`config.mk`:
```
export PLATFORM = sky130hd
export DESIGN_NAME = mips_writeback_queue
export DESIGN_NICKNAME = d
export VERILOG_FILES = /design/src/rtl/mips_pkg.sv /design/src/rtl/mips_wb_fifo.sv /design/src/rtl/mips_writeback_queue.sv
export SDC_FILE = /design/constraint.sdc
export NUM_CORES = 1
export LEC_CHECK = 0
export CELL_PAD_IN_SITES_DETAIL_PLACEMENT = 1
export CELL_PAD_IN_SITES_GLOBAL_PLACEMENT = 1
export CORE_UTILIZATION = 46
export DETAILED_ROUTE_END_ITERATION = 10
export HOLD_SLACK_MARGIN = 0.02
export PLACE_DENSITY = 0.88
export SYNTH_ARGS = -nofsm -noshare
export SYNTH_HDL_FRONTEND = slang
export SYNTH_HIERARCHICAL = 1
export SYNTH_SLANG_ARGS = --single-unit
```
`constraint.sdc`:
```
create_clock -name clock -period 5.65 [get_ports clock]
set_input_delay 1.13 -clock clock [delete_from_list [all_inputs] [get_ports clock]]
set_output_delay 1.13 -clock clock [all_outputs]
set_load 0.03 [all_outputs]
```
`src/rtl/mips_pkg.sv`:
```
// Shared types and constants for the MIPS writeback path.
package mips_pkg;

    localparam int REG_ADDR_W = 5;
    localparam int NUM_REGS   = 32;
    localparam int WB_DATA_W  = 32;

    // One pending register-file write at the default result width.
    typedef struct packed {
        logic [REG_ADDR_W-1:0] rd;
        logic [WB_DATA_W-1:0]  data;
    } wb_entry_t;

    // One-hot mask for a destination register; r0 maps to an empty mask.
    function automatic logic [NUM_REGS-1:0] reg_onehot(input logic [REG_ADDR_W-1:0] r);
        logic [NUM_REGS-1:0] m;
        m = '0;
        if (r != '0) m[r] = 1'b1;
        return m;
    endfunction

endpackage

```
`src/rtl/mips_wb_fifo.sv`:
```
// 2-push / 2-pop circular buffer. Entries are exposed in age order
// (index 0 = head = oldest) together with per-entry valid bits.
module mips_wb_fifo
    import mips_pkg::*;
#(
    parameter int  DEPTH  = 4,
    parameter int  DATA_W = 32,
    localparam int PTR_W  = $clog2(DEPTH),
    localparam int CNT_W  = PTR_W + 1
) (
    input  logic                               clock,
    input  logic                               reset_n,
    input  logic [1:0]                         push_cnt,
    input  logic [REG_ADDR_W-1:0]              push_reg0,
    input  logic [REG_ADDR_W-1:0]              push_reg1,
    input  logic [DATA_W-1:0]                  push_data0,
    input  logic [DATA_W-1:0]                  push_data1,
    input  logic [1:0]                         pop_cnt,
    output logic [CNT_W-1:0]                   count,
    output logic [DEPTH-1:0]                   ent_vld,
    output logic [DEPTH-1:0][REG_ADDR_W-1:0]   ent_reg,
    output logic [DEPTH-1:0][DATA_W-1:0]       ent_data
);

    logic [PTR_W-1:0]      head_q, head_d;
    logic [PTR_W-1:0]      tail_q, tail_d;
    logic [CNT_W-1:0]      count_q, count_d;
    logic [REG_ADDR_W-1:0] reg_q  [DEPTH];
    logic [REG_ADDR_W-1:0] reg_d  [DEPTH];
    logic [DATA_W-1:0]     data_q [DEPTH];
    logic [DATA_W-1:0]     data_d [DEPTH];

    // Next state: write up to two entries at the tail, advance pointers and count.
    always_comb begin
        reg_d  = reg_q;
        data_d = data_q;
        if (push_cnt != 2'd0) begin
            reg_d[tail_q]  = push_reg0;
            data_d[tail_q] = push_data0;
        end
        if (push_cnt == 2'd2) begin
            reg_d[tail_q + PTR_W'(1)]  = push_reg1;
            data_d[tail_q + PTR_W'(1)] = push_data1;
        end
        tail_d  = tail_q + PTR_W'(push_cnt);
        head_d  = head_q + PTR_W'(pop_cnt);
        count_d = count_q + CNT_W'(push_cnt) - CNT_W'(pop_cnt);
    end

    // State registers; reset discards the whole queue at once.
    always_ff @(posedge clock or negedge reset_n) begin
        if (!reset_n) begin
            head_q  <= '0;
            tail_q  <= '0;
            count_q <= '0;
            for (int i = 0; i < DEPTH; i++) begin
                reg_q[i]  <= '0;
                data_q[i] <= '0;
            end
        end else begin
            head_q  <= head_d;
            tail_q  <= tail_d;
            count_q <= count_d;
            reg_q   <= reg_d;
            data_q  <= data_d;
        end
    end

    // Age-ordered view of the buffer, rotated from the head pointer.
    always_comb begin
        for (int i = 0; i < DEPTH; i++) begin
            ent_reg[i]  = reg_q[head_q + PTR_W'(i)];
            ent_data[i] = data_q[head_q + PTR_W'(i)];
            ent_vld[i]  = (CNT_W'(i) < count_q);
        end
    end

    assign count = count_q;

endmodule

```
`src/rtl/mips_writeback_queue.sv`:
```
// In-order writeback queue feeding a 2-write register file. Accepts results
// from ports A and B, drains up to two per cycle with same-register
// coalescing, and exposes a busy mask plus two forwarding lookups.
module mips_writeback_queue
    import mips_pkg::*;
#(
    parameter int  DEPTH  = 4,
    parameter int  DATA_W = 32,
    localparam int CNT_W  = $clog2(DEPTH) + 1
) (
    input  logic                  clock,
    input  logic                  reset_n,
    input  logic                  a_valid,
    output logic                  a_ready,
    input  logic [REG_ADDR_W-1:0] a_reg,
    input  logic [DATA_W-1:0]     a_data,
    input  logic                  b_valid,
    output logic                  b_ready,
    input  logic [REG_ADDR_W-1:0] b_reg,
    input  logic [DATA_W-1:0]     b_data,
    input  logic                  wb_hold,
    output logic                  RegWriteSign1,
    output logic [REG_ADDR_W-1:0] writeReg1,
    output logic [DATA_W-1:0]     writeData1,
    output logic                  RegWriteSign2,
    output logic [REG_ADDR_W-1:0] writeReg2,
    output logic [DATA_W-1:0]     writeData2,
    output logic [NUM_REGS-1:0]   busy_mask,
    input  logic [REG_ADDR_W-1:0] lk_reg1,
    input  logic [REG_ADDR_W-1:0] lk_reg2,
    output logic                  lk_hit1,
    output logic [DATA_W-1:0]     lk_data1,
    output logic                  lk_hit2,
    output logic [DATA_W-1:0]     lk_data2
);

    logic [CNT_W-1:0]                 count;
    logic [DEPTH-1:0]                 ent_vld;
    logic [DEPTH-1:0][REG_ADDR_W-1:0] ent_reg;
    logic [DEPTH-1:0][DATA_W-1:0]     ent_data;

    logic                  a_push, b_push;
    logic [1:0]            push_cnt, pop_cnt;
    logic [REG_ADDR_W-1:0] push_reg0, push_reg1;
    logic [DATA_W-1:0]     push_data0, push_data1;

    // Ready depends only on the registered occupancy, so there is no
    // valid->ready path and slots freed by this cycle's drain stay unused.
    assign a_ready = (count <= CNT_W'(DEPTH - 1));
    assign b_ready = (count <= CNT_W'(DEPTH - 2));

    // Accept handshakes, drop r0 results, and pack the survivors A-before-B.
    always_comb begin
        a_push     = a_valid && a_ready && (a_reg != '0);
        b_push     = b_valid && b_ready && (b_reg != '0);
        push_cnt   = {1'b0, a_push} + {1'b0, b_push};
        push_reg0  = a_push ? a_reg  : b_reg;
        push_data0 = a_push ? a_data : b_data;
        push_reg1  = b_reg;
        push_data1 = b_data;
    end

    mips_wb_fifo #(
        .DEPTH  (DEPTH),
        .DATA_W (DATA_W)
    ) u_fifo (
        .clock      (clock),
        .reset_n    (reset_n),
        .push_cnt   (push_cnt),
        .push_reg0  (push_reg0),
        .push_reg1  (push_reg1),
        .push_data0 (push_data0),
        .push_data1 (push_data1),
        .pop_cnt    (pop_cnt),
        .count      (count),
        .ent_vld    (ent_vld),
        .ent_reg    (ent_reg),
        .ent_data   (ent_data)
    );

    // Drain the two oldest entries; when both target the same register only
    // the younger value is written, but both are retired.
    always_comb begin
        RegWriteSign1 = 1'b0;
        writeReg1     = '0;
        writeData1    = '0;
        RegWriteSign2 = 1'b0;
        writeReg2     = '0;
        writeData2    = '0;
        pop_cnt       = 2'd0;
        if (!wb_hold) begin
            if (ent_vld[1]) begin
                pop_cnt       = 2'd2;
                RegWriteSign1 = 1'b1;
                if (ent_reg[0] == ent_reg[1]) begin
                    writeReg1  = ent_reg[1];
                    writeData1 = ent_data[1];
                end else begin
                    writeReg1     = ent_reg[0];
                    writeData1    = ent_data[0];
                    RegWriteSign2 = 1'b1;
                    writeReg2     = ent_reg[1];
                    writeData2    = ent_data[1];
                end
            end else if (ent_vld[0]) begin
                pop_cnt       = 2'd1;
                RegWriteSign1 = 1'b1;
                writeReg1     = ent_reg[0];
                writeData1    = ent_data[0];
            end
        end
    end

    // Busy mask and forwarding over every queued entry, including those
    // draining now; scanning oldest to youngest leaves the youngest match.
    always_comb begin
        busy_mask = '0;
        lk_hit1   = 1'b0;
        lk_data1  = '0;
        lk_hit2   = 1'b0;
        lk_data2  = '0;
        for (int i = 0; i < DEPTH; i++) begin
            if (ent_vld[i]) begin
                busy_mask = busy_mask | reg_onehot(ent_reg[i]);
                if ((lk_reg1 != '0) && (ent_reg[i] == lk_reg1)) begin
                    lk_hit1  = 1'b1;
                    lk_data1 = ent_data[i];
                end
                if ((lk_reg2 != '0) && (ent_reg[i] == lk_reg2)) begin
                    lk_hit2  = 1'b1;
                    lk_data2 = ent_data[i];
                end
            end
        end
    end

endmodule

```
==> flow_summary_export.csv <==
group,metric,value,unit
finish,area_growth,19.3,%
global_routing,grt_overflow,0,
clock_tree,path_clk_slew,70,ps
sta,hold_viol_final,0,
synth,synth_edf_count,0,
pwr,powerDensity,781,nW/um2
sta,fin_tns_setup,0,ps
synth,postSynthCellCount,1874,
worst_setup_path,timing.reg2reg.setup_slack,1640,ps
sta,clock-skew-final,8.03,ps
floorplanning,pin_count,265,
worst_setup_path,critPathSlowestCell,"mux4_2",
synth,synth_cell_types,58,
worst_setup_path,worst_setup_path_start_kind,"flip-flop",
synth,synth_nets,1970,
synth,yosysSeqAreaShare,23.3,%
route,drt_iter0_markers,1601,
synth,synth_async_sr_flop_share,100,%
finish,multi_input_area,11600,um2
clock_tree,cts_buffer_depth,2,
floorplanning,start_util,46.7,%
status,status,"completed",
sta,rsz0062_at_grt,"no",
floorplanning,die_area,36900,um2
worst_setup_path,worstPathRequired,4520,ps
worst_setup_path,critPathCaptureType,"output port",
clock_tree,cts-hold-fix-buffers,0,
finish,layout-drive-gt1-share,18.6,%
sta,fmax,185,MHz
synth,yosys-top-cells-area,"dfrtp_1 23%, mux4_2 20%, nand2_1 5.0%, nor2_1 5.0%, o21ai_0 4.5%",
route,viasPerCell,7.22,
worst_setup_path,cp_cell_sequence,"mux4_2, xor2_1, nor4_1, and3_1, nor2b_4, buf_12, a221oi_2, o31ai_2, clkdlybuf4s50_1",
floorplanning,core,35600,um2
synth,ys.warnings.count,6,
pwr,leakage,7.55,nW
sta,worst_pin_slew,1230,ps
synth,synth_common_cells,"223 x nand2_1, 223 x nor2_1, 155 x dfrtp_1",
global_routing,grt_pass1_vias,18105,
floorplanning,die_w,192,um
route,postRouteAntennaNets,0,
clock_tree,htreeDepth,4,
floorplanning,die_h,192,um
finish,nFillCells,4052,
worst_setup_path,critPathMaxStageDelay,730,ps
clock_tree,cts_made_buffers,17,
worst_setup_path,r2r-start,"u_fifo/count[2]",
worst_setup_path,path_class,"flip-flop to output port",
clock_tree,clkLatencyLatePin,440,ps
run,maxCapViolCount,0,
synth,syn-cell-area,16600,um2
worst_setup_path,cp_max_fo,32,
route,wl,67800,um
hold_path,hold_depth,1,
hold_path,hold_path.startpoint,"u_fifo/count[0]",
synth,synth.top_cell.area_share,23.3,%
placement,port_buffers,263,
sta,setup_viol_count_final,0,
worst_setup_path,critPathArrivalTime,4290,ps
route,drc,0,
sta,fin_crit_sh,95.9,%
synth,synth_top_area_cell,"dfrtp_1",
pwr,peakVddDrop,0.000555,V
global_routing,track_usage,36.8,%
sta,fin_crit,5420,ps
global_routing,grt_antenna_before_repair,1,
finish,antenna_cells,0,
clock_tree,cts-root-buf,"clkbuf_16",
worst_setup_path,reg2reg_to,"u_fifo/data_q[54]",
sta,relSlewSlack,18.0,%
global_routing,grt_pass1_wl,105000,um
synth,ys.flop_type,"dfrtp_1",
finish,finalNetCount,2077,
finish,seqCellArea,3890,um2
clock_tree,cts_tree,"built",
hold_path,worstHoldPathType,"flip-flop to flip-flop",
clock_tree,cts.sink_count,155,
placement,dp_hpwl,43700,um
worst_setup_path,reg2reg_depth,8,
global_routing,grt_max_degree,85,
floorplanning,rows,69,
pwr,power,15.5,mW
sta,drv_slew,0,
route,num_vias,17722,
route,first_pass_iters,6,
hold_path,hold_path_end,"u_fifo/count[0]",
synth,syn_area_per_cell,8.86,um2
route,avgRoutedWirePerCell,27.6,um
placement,place_congestion,0.866,
synth,ys_ff_latch,155,
## critical path, delay by kind of cell, from the launching register on
kind	cells	cell delay, ps
buf+inv	2	1010
mux	1	730
flops	1	620
compound gates	2	410
xor+xnor	1	220
simple gates	3	820
## timing repair
action,4_1_cts,5_1_grt
setup buffers,0,1
gates resized for setup,0,3
endpoints found under the setup margin,0,9
## state kept, by name (all words and copies together) (netlist names)
signal / cells
u_fifo/reg_q: 20
u_fifo/head_q: 2
u_fifo/count: 3
u_fifo/data_q: 128
u_fifo/tail_q: 2
## metal layers
| layer | global-route usage [%] | part of all wire, % |
|---|---|---|
| met1 | 47.1 | 37 |
| met4 | 19.3 | 5.2 |
| met3 | 7.51 | 10 |
| met5 | 0 | 0.015 |
| met2 | 58.9 | 47 |
## logic make-up after synthesis
| family | Yosys count | synth area share, % |
|---|---|---|
| AOI/OAI and AO/OA | 493 | 21.8 |
| xor gates and xnor gates | 51 | 2.69 |
| adders and majority gates | 7 | 0.618 |
| buffers and inverters | 237 | 7.24 |
| DFF | 155 | 23.3 |
| muxes | 216 | 24.2 |
| other | 1 | 0.0226 |
| and+or+nand+nor | 714 | 20.1 |
## how the worst max path moves through the flow
stage / end / cells after the start / start / slack [ps]
finish: lk_data2[7] / 9 / u_fifo/head_q[1] / 230
global route: lk_data2[7] / 9 / u_fifo/head_q[1] / 50
CTS: lk_data2[3] / 9 / u_fifo/head_q[0] / 110
detailed placement: lk_data2[3] / 9 / lk_reg2[4] / 320
global placement: lk_data2[3] / 9 / lk_reg2[4] / 430
floorplan: lk_data1[21] / 12 / u_fifo/head_q[0] / 1170
## cell usage in the layout (no fill, tap or decap), drive strengths merged, types with 14 or more instances in the layout
cell type / netlist / final
a211oi: 31 / 31
a221o: 20 / 20
a221oi: 64 / 64
a31oi: 111 / 111
and2: 74 / 74
buf: 124 / 96
clkbuf: 103 / 19
clkdlybuf4s50: 0 / 216
dfrtp: 155 / 155
inv: 10 / 14
mux2i: 68 / 68
mux4: 148 / 148
nand2: 223 / 223
nand3: 119 / 119
nor2: 225 / 225
o21ai: 152 / 152
o22ai: 20 / 20
o31ai: 64 / 64
xnor2: 32 / 32
xor2: 19 / 19
## cell type report
type	count	area share (%)
Multi-Input combinational cell	1482	58.7
Sequential cell	155	19.6
Timing Repair Buffer	315	15.8
Tap cell	461	2.91
Clock buffer	19	2.19
Clock inverter	13	0.562
Inverter	10	0.196
## power by group
| group | internal, mW | leakage, nW | switching [mW] |
|---|---|---|---|
| Clock | 0.574 | 0.258 | 0.530 |
| Combinational | 4.88 | 5.37 | 7.03 |
| Sequential | 1.66 | 1.93 | 0.818 |
| Total | 7.11 | 7.55 | 8.37 |
## stage by stage
stage          cell area (um2)  hold WS (ps)  worst slack, ps  utilization [%]  instances
3_5_place_dp             19200           573              323             54.1       2422
6_report                 19800           592              231             55.7       2455
5_1_grt                  19800           605             48.3             55.7       2455
3_3_place_gp             19200           550              433             54.1       2422
2_1_floorplan            16600           461             1170                -       1874
4_1_cts                  19800           592              110             55.6       2454
Note: power is estimated with default switching activity, not from simulation.
